**config.mk**
```make
export PLATFORM = sky130hd
export DESIGN_NAME = dm_ctrl
export DESIGN_NICKNAME = d
export VERILOG_FILES = /design/src/rtl/dm_ctrl_pkg.sv /design/src/rtl/dm_ctrl_wait_timer.sv /design/src/rtl/dm_ctrl.sv
export SDC_FILE = /design/constraint.sdc
export NUM_CORES = 1
export LEC_CHECK = 0
export BUFFER_PORTS_ARGS = -buffer_cell sky130_fd_sc_hd__buf_2
export CORE_MARGIN = 5
export CORE_UTILIZATION = 30
export DETAILED_ROUTE_END_ITERATION = 16
export PLACE_DENSITY_LB_ADDON = 0.2
export RECOVER_POWER = 100
export SLEW_MARGIN = 30
export SYNTH_ARGS = -nofsm -noshare
export SYNTH_HDL_FRONTEND = slang
export SYNTH_SLANG_ARGS = --single-unit
```
**constraint.sdc**
```tcl
create_clock -name clk -period 5.2 [get_ports clk]
set_clock_uncertainty 0.2 [all_clocks]
set_input_delay 0.78 -clock clk [delete_from_list [all_inputs] [get_ports clk]]
set_output_delay 0.78 -clock clk [all_outputs]
set_load 0.01 [all_outputs]
```
**src/rtl/dm_ctrl_pkg.sv**
```systemverilog
// dm_ctrl_pkg: shared types and constants for the data-memory controller.
//   dm_state_e       : controller FSM states
//   DM_TIMEOUT_DATA  : load result returned when memory never acknowledges
//   DM_MISALIGN_DATA : load result returned for a misaligned load
package dm_ctrl_pkg;

    localparam int unsigned DM_DATA_W = 32;

    typedef enum logic [1:0] {
        DM_IDLE = 2'd0,
        DM_WAIT = 2'd1,
        DM_DONE = 2'd2
    } dm_state_e;

    localparam logic [DM_DATA_W-1:0] DM_TIMEOUT_DATA  = 32'hFFFF_FFFF;
    localparam logic [DM_DATA_W-1:0] DM_MISALIGN_DATA = 32'h0000_0000;

endpackage

```
**src/rtl/dm_ctrl_wait_timer.sv**
```systemverilog
// wait_timer: clearable up-counter that measures cycles spent waiting for ack.
//   clk, reset : clock, synchronous active-low reset
//   clr_i      : force count to zero (held while not waiting)
//   en_i       : count up this cycle
//   expired_c  : count has reached TIMEOUT-1 (combinational)
module wait_timer #(
    parameter int unsigned TIMEOUT = 15
) (
    input  logic clk,
    input  logic reset,
    input  logic clr_i,
    input  logic en_i,
    output logic expired_c
);

    // At least one bit so TIMEOUT=1 still elaborates.
    localparam int unsigned TW = (TIMEOUT > 1) ? $clog2(TIMEOUT) : 1;

    logic [TW-1:0] cnt_q;
    logic [TW-1:0] cnt_d;

    // Next count: clear has priority over increment.
    always_comb begin
        cnt_d = cnt_q;
        if (clr_i) begin
            cnt_d = '0;
        end else if (en_i) begin
            cnt_d = cnt_q + TW'(1);
        end
    end

    always_ff @(posedge clk) begin
        if (!reset) begin
            cnt_q <= '0;
        end else begin
            cnt_q <= cnt_d;
        end
    end

    assign expired_c = (cnt_q == TW'(TIMEOUT - 1));

endmodule

```
**src/rtl/dm_ctrl.sv**
```systemverilog
// dm_ctrl: bridges the CPU data-memory port to a req/ack synchronous memory.
//   CPU side    : dm_read, dm_write, read/write addresses, data_to_dm in;
//                 data_from_dm (registered), stall (combinational) out
//   Errors      : err_misaligned, err_timeout (sticky until reset)
//   Memory side : mem_req, mem_we, mem_addr, mem_wdata out (registered);
//                 mem_rdata, mem_ack in
module dm_ctrl
    import dm_ctrl_pkg::*;
#(
    parameter int unsigned DW      = 32,
    parameter int unsigned AW      = 32,
    parameter int unsigned TIMEOUT = 15
) (
    input  logic          clk,
    input  logic          reset,
    input  logic          dm_read,
    input  logic          dm_write,
    input  logic [AW-1:0] read_address_to_dm,
    input  logic [AW-1:0] write_address_to_dm,
    input  logic [DW-1:0] data_to_dm,
    output logic [DW-1:0] data_from_dm,
    output logic          stall,
    output logic          err_misaligned,
    output logic          err_timeout,
    output logic          mem_req,
    output logic          mem_we,
    output logic [AW-1:0] mem_addr,
    output logic [DW-1:0] mem_wdata,
    input  logic [DW-1:0] mem_rdata,
    input  logic          mem_ack
);

    dm_state_e     state_q, state_d;
    logic          req_q, req_d;
    logic          we_q, we_d;
    logic [AW-1:0] addr_q, addr_d;
    logic [DW-1:0] wdata_q, wdata_d;
    logic [DW-1:0] rdata_q, rdata_d;
    logic          errm_q, errm_d;
    logic          errt_q, errt_d;

    logic          stall_c;
    logic          tmr_clr_c;
    logic          tmr_en_c;
    logic          tmr_expired_c;
    logic [AW-1:0] sel_addr_c;

    // Timer idles at zero outside WAIT, so it is cleared on WAIT entry.
    wait_timer #(
        .TIMEOUT (TIMEOUT)
    ) u_wait_timer (
        .clk       (clk),
        .reset     (reset),
        .clr_i     (tmr_clr_c),
        .en_i      (tmr_en_c),
        .expired_c (tmr_expired_c)
    );

    // Next-state and output logic.
    always_comb begin
        state_d    = state_q;
        req_d      = req_q;
        we_d       = we_q;
        addr_d     = addr_q;
        wdata_d    = wdata_q;
        rdata_d    = rdata_q;
        errm_d     = errm_q;
        errt_d     = errt_q;
        stall_c    = 1'b0;
        tmr_clr_c  = 1'b1;
        tmr_en_c   = 1'b0;
        // Store wins when both requests are raised together.
        sel_addr_c = dm_write ? write_address_to_dm : read_address_to_dm;

        unique case (state_q)
            DM_IDLE: begin
                if (dm_write || dm_read) begin
                    stall_c = 1'b1;
                    we_d    = dm_write;
                    addr_d  = sel_addr_c;
                    wdata_d = data_to_dm;
                    if (sel_addr_c[1:0] != 2'b00) begin
                        // Misaligned: no bus access, finish immediately.
                        errm_d  = 1'b1;
                        state_d = DM_DONE;
                        if (!dm_write) begin
                            rdata_d = DW'(DM_MISALIGN_DATA);
                        end
                    end else begin
                        req_d   = 1'b1;
                        state_d = DM_WAIT;
                    end
                end
            end
            DM_WAIT: begin
                stall_c   = 1'b1;
                tmr_clr_c = 1'b0;
                tmr_en_c  = 1'b1;
                // Ack beats a timeout landing in the same cycle.
                if (mem_ack) begin
                    req_d   = 1'b0;
                    state_d = DM_DONE;
                    if (!we_q) begin
                        rdata_d = mem_rdata;
                    end
                end else if (tmr_expired_c) begin
                    req_d   = 1'b0;
                    errt_d  = 1'b1;
                    state_d = DM_DONE;
                    if (!we_q) begin
                        rdata_d = DW'(DM_TIMEOUT_DATA);
                    end
                end
            end
            DM_DONE: begin
                // Held requests are ignored here so they are not reissued.
                state_d = DM_IDLE;
            end
            default: begin
                state_d = DM_IDLE;
                req_d   = 1'b0;
            end
        endcase
    end

    always_ff @(posedge clk) begin
        if (!reset) begin
            state_q <= DM_IDLE;
            req_q   <= 1'b0;
            we_q    <= 1'b0;
            addr_q  <= '0;
            wdata_q <= '0;
            rdata_q <= '0;
            errm_q  <= 1'b0;
            errt_q  <= 1'b0;
        end else begin
            state_q <= state_d;
            req_q   <= req_d;
            we_q    <= we_d;
            addr_q  <= addr_d;
            wdata_q <= wdata_d;
            rdata_q <= rdata_d;
            errm_q  <= errm_d;
            errt_q  <= errt_d;
        end
    end

    assign data_from_dm   = rdata_q;
    assign stall          = stall_c;
    assign err_misaligned = errm_q;
    assign err_timeout    = errt_q;
    assign mem_req        = req_q;
    assign mem_we         = we_q;
    assign mem_addr       = addr_q;
    assign mem_wdata      = wdata_q;

endmodule

```
After elaboration in Yosys (flattened, before gate mapping):

Index checks and enable logic that the tools add are counted.

* reduce and logical (&&, ||, !) cells: 11
* mux-type cells: 22
* equal/unequal tests: 9
* $add $sub $neg: 1
* bitwise logic cells: 2

Operators with widths (number)
* $mux 32: 8
* $pmux 32 s2: 1
* $ne 2x2->1 const B: 5
* $mux 2: 4
* $mux 1: 6
* $reduce_and 2->1: 3
* $reduce_and 3->1: 2
* $reduce_and 6->1: 1
* $add 4x1->4 const B: 1
* $eq 4x4->1 const B: 1
* $pmux 2 s2: 1
* $reduce_and 4->1: 1
* $reduce_bool 2->1: 2
* $ne 3x3->1 const B: 1
* $pmux 1 s3: 1
* $eq 2x1->1 const B: 1
* $eq 2x2->1 const B: 1
* $logic_not 2->1: 1
* $not 1->1: 2
* $pmux 1 s2: 1
* $logic_or 1x1->1: 1

* bits of input ports: 133
* bits in registers: 106
* output and inout port bits: 101
* logic and storage cells: 54

Logic depth before layout (Yosys ltp):

* depth after elaboration: 5
* gate-level depth with buffers: 8

By module:

Synthesis repeated with hierarchy kept, for this count alone.

* cells, all modules: 483
* area, all modules: 4468.0 um^2

By module, submodules not included
* dm_ctrl: times used 1, seq. area each 2042.0 um^2, area an instance 4267.8 um^2, cells an instance 463
* wait_timer: times used 1, seq. area each 80.1 um^2, area an instance 200.2 um^2, cells an instance 20

Worst setup path before layout:

Ideal clock, no wire load.

* path type: input -> register
* from: input dm_write
* to: register rdata_q[10], in the netlist data_from_dm[10]
* path buffers: 3
* arrival: 1.775 ns
* data required time: 4.928 ns
* stages on the path: 6
* library setup time: 0.072 ns
* path slack: 3.153 ns
* cell sequence: buf_6 a21oi_1 o2111a_1 buf_6 buf_12 mux2i_1

* cells in the longest elaborated chain, start to end: 4
* elaborated cells on any way between the ends: 7

Ends and longest elaborated chain
* start, declared: RTL line dm_ctrl.sv:17 `input logic dm_write,`
* $mux 32: RTL line dm_ctrl.sv:73 `sel_addr_c = dm_write ? write_address_to_dm : read_address_to_dm;`
* $reduce_bool 2->1: RTL line dm_ctrl.sv:82 `if (sel_addr_c[1:0] != 2'b00) begin`
* $ne 2x2->1 (no line)
* $reduce_and 6->1 (no line) (*)
* end signal, assigned: RTL line dm_ctrl.sv:142 `rdata_q <= rdata_d;`
* end, declared: RTL line dm_ctrl.sv:38 `logic [DW-1:0] rdata_q, rdata_d;`

Mark *: on every way between the ends. The rest lies on a longest branch, timed or not.
A chain may end at the register's enable or synchronous reset.

Worst setup path after layout:

* from: input dm_write
* to: register wdata_q[14], in the netlist mem_wdata[14]

* cells in the longest elaborated chain, start to end: 2

Ends and longest elaborated chain
* $logic_or 1x1->1: RTL line dm_ctrl.sv:77 `if (dm_write || dm_read) begin`
* $reduce_and 2->1 (no line)
* end signal, assigned: RTL line dm_ctrl.sv:141 `wdata_q <= wdata_d;`
* end, declared: RTL line dm_ctrl.sv:37 `logic [DW-1:0] wdata_q, wdata_d;`

No other way between the ends.

==> impl_metrics.ini <==
[outcome]
status = completed

[synth]
syn-cell-area_um2 = 4470
yosys_warnings = 0
synth-edff-count = 0
syn_nets = 609
synth_top_cell_by_area = dfxtp_1
synth_top_area_share = 0.475
syn_avg_cell_area_um2 = 9.43
synth-seq-cells = 106
synthCells = 474
synth.distinct_cells = 31
synth.area.top_cells = dfxtp_1 47%, mux2i_1 14%, nand2_1 11%
async_flop_share = 0
synth_ff_type = dfxtp_1
yosysSeqAreaShare = 0.475

[detailed_routing]
antenna_left = 0
first_iter_violations = 176
dr.pass1.iters = 6
drcViolationCount = 0
wl_per_cell_um = 15.1
routed_wl_um = 13200
vias = 4115
viasPerCell = 4.71

[worst_setup_path]
crit_type = input pin to flip-flop
cp_slowest_stage_delay_ns = 1.20
endpoint_kind = flip-flop
crit_required_ns = 5.27
slowest_stage = o21a_1
worstPathCellList = clkbuf_1, o21a_1, buf_12, nand2_1, a21boi_0
arrival_ns = 2.92
critPathMaxFanout = 53
start_kind = input pin

[clock_network]
cts_setup_buffers = 0
cts_tree = yes
cts_max_level = 3
clockRootBuffer = clkbuf_16
numCtsBuffers = 9
clock_sinks = 106
clockBufferDepth = 2
hold_buffers = 0
clkTransAtPathRegs_ns = 0.07
cts_resized = 0
worstSkewPairLatency_ns = 0.34

[finish]
fin_nets = 819
layout_commonest_cell = nand2_1
area_growth_pct = 32.1
layout_common_cells = 132 x nand2_1, 130 x buf_2, 106 x dfxtp_1, 103 x clkbuf_1, 64 x mux2i_1
n_antenna_cell = 0
drive_gt1_frac = 0.224

[power_and_ir_drop]
power.leakage_uw = 0.00276
pwr_density_cell_nw_per_um2 = 339
vdd_drop_max_uv = 263

[timing]
rsz0062_at_grt = no
hold_viol = 0
finalCritPeriodShare = 0.547
tightestPinTransition_ns = 1.49
max_freq_mhz = 352
setup_tns_ns = 0
min_period_ns = 2.84
slew_headroom = 0.00874
fin_hold_ws_ns = 0.257
setup_viol = 0
slew_viol_final = 0

[placed_design]
dp_hpwl_um = 9440
gp_congestion = 0.760
port_buffers = 233

[grt]
antenna_found_initial = 1
gr-total-overflow = 0
grt_pass1_vias = 4096
grt_first_pass_wirelength_um = 21000
grt_max_degree = 104
grt.total_usage = 0.147

[job]
drv_cap = 0

[floorplanning]
start_util = 0.306
rows = 44
die_w_um = 132
core_area_um2 = 14600
io_pins = 234
dieArea_um2 = 17400
die_y_um = 132

[min_path]
hold_class = flip-flop to flip-flop
final cells by class:
cell class | instances | area (µm²)
clock inverter | 6 | 97.6
multi-input combinational | 327 | 2100
inverter | 2 | 7.51
timing repair buffer | 238 | 1100
tap | 184 | 230
clock buffer | 10 | 239
sequential | 106 | 2120
fill | 1513 | 8690
layer usage:
metal  up-vias  track usage  part of all wire
met5         -            0           0.00053
met4         2       0.0406             0.015
met3        14       0.0721              0.10
met2       168        0.233              0.46
met1      1892        0.177              0.42
li1       2039            -                 -
synthesized netlist by cell type (all sizes together) (2+ instances only):
library cell and count:
ha 2, nor2b 4, nand2 132, nand3 2, buf 21, nor3 2, o211a 33, o2111a 2
dfxtp 106, inv 2, nor2 7, a21boi 32, a21oi 2, o21ai 34, clkbuf 18, and2 2
mux2i 64
where the power goes:
group / internal, µW / switching [µW]
clock: 442 / 321
sequential: 871 / 31.0
combinational: 142 / 194
sequential cells by signal, summed over array words and instances (netlist names):
| name | flops |
|---|---|
| mem_addr | 32 |
| u_wait_timer.cnt_q | 4 |
| err_timeout | 1 |
| err_misaligned | 1 |
| mem_we | 1 |
| data_from_dm | 32 |
| mem_wdata | 32 |
| mem_req | 1 |
| state_q | 2 |
stage by stage:
stage          area [µm²]  total power, µW  worst slack, ns  utilization  cells
5_1_grt              5900             2120             2.07        0.405    873
2_1_floorplan        4470             1140             3.15            -    474
4_1_cts              6000             2060             2.57        0.411    871
6_report             5900             2000             2.36        0.405    873
3_5_place_dp         5660             1270             2.19        0.388    855
3_3_place_gp         5660             1260             2.31        0.388    855
final timing paths:
kind,from,endpoint,slack (ns),cells past startpoint
hold reg to reg,data_from_dm[11]$_SDFFE_PN0P_,data_from_dm[11]$_SDFFE_PN0P_,0.26,2
setup reg to reg,state_q[0]$_SDFFE_PN0P_,mem_wdata[14]$_SDFFE_PN0P_,2.45,5
hold / removal,data_from_dm[11]$_SDFFE_PN0P_,data_from_dm[11]$_SDFFE_PN0P_,0.26,2
setup / recovery,dm_write,mem_wdata[14]$_SDFFE_PN0P_,2.36,5
cells by family after synthesis:
kind of cell    synth area share
flops                      0.475
compound gates             0.182
buf+inv                   0.0554
fa+ha+maj                0.00560
xor+xnor                 0.00392
mux                        0.143
simple gates               0.135
critical path: cells and delay by family:
| kind | cells | cell delay, ns |
|---|---|---|
| and+or+nand+nor | 1 | 0.10 |
| buffers and inverters | 2 | 0.65 |
| AOI/OAI and AO/OA | 2 | 1.35 |
No activity file was read; power rests on OpenSTA's default activity.
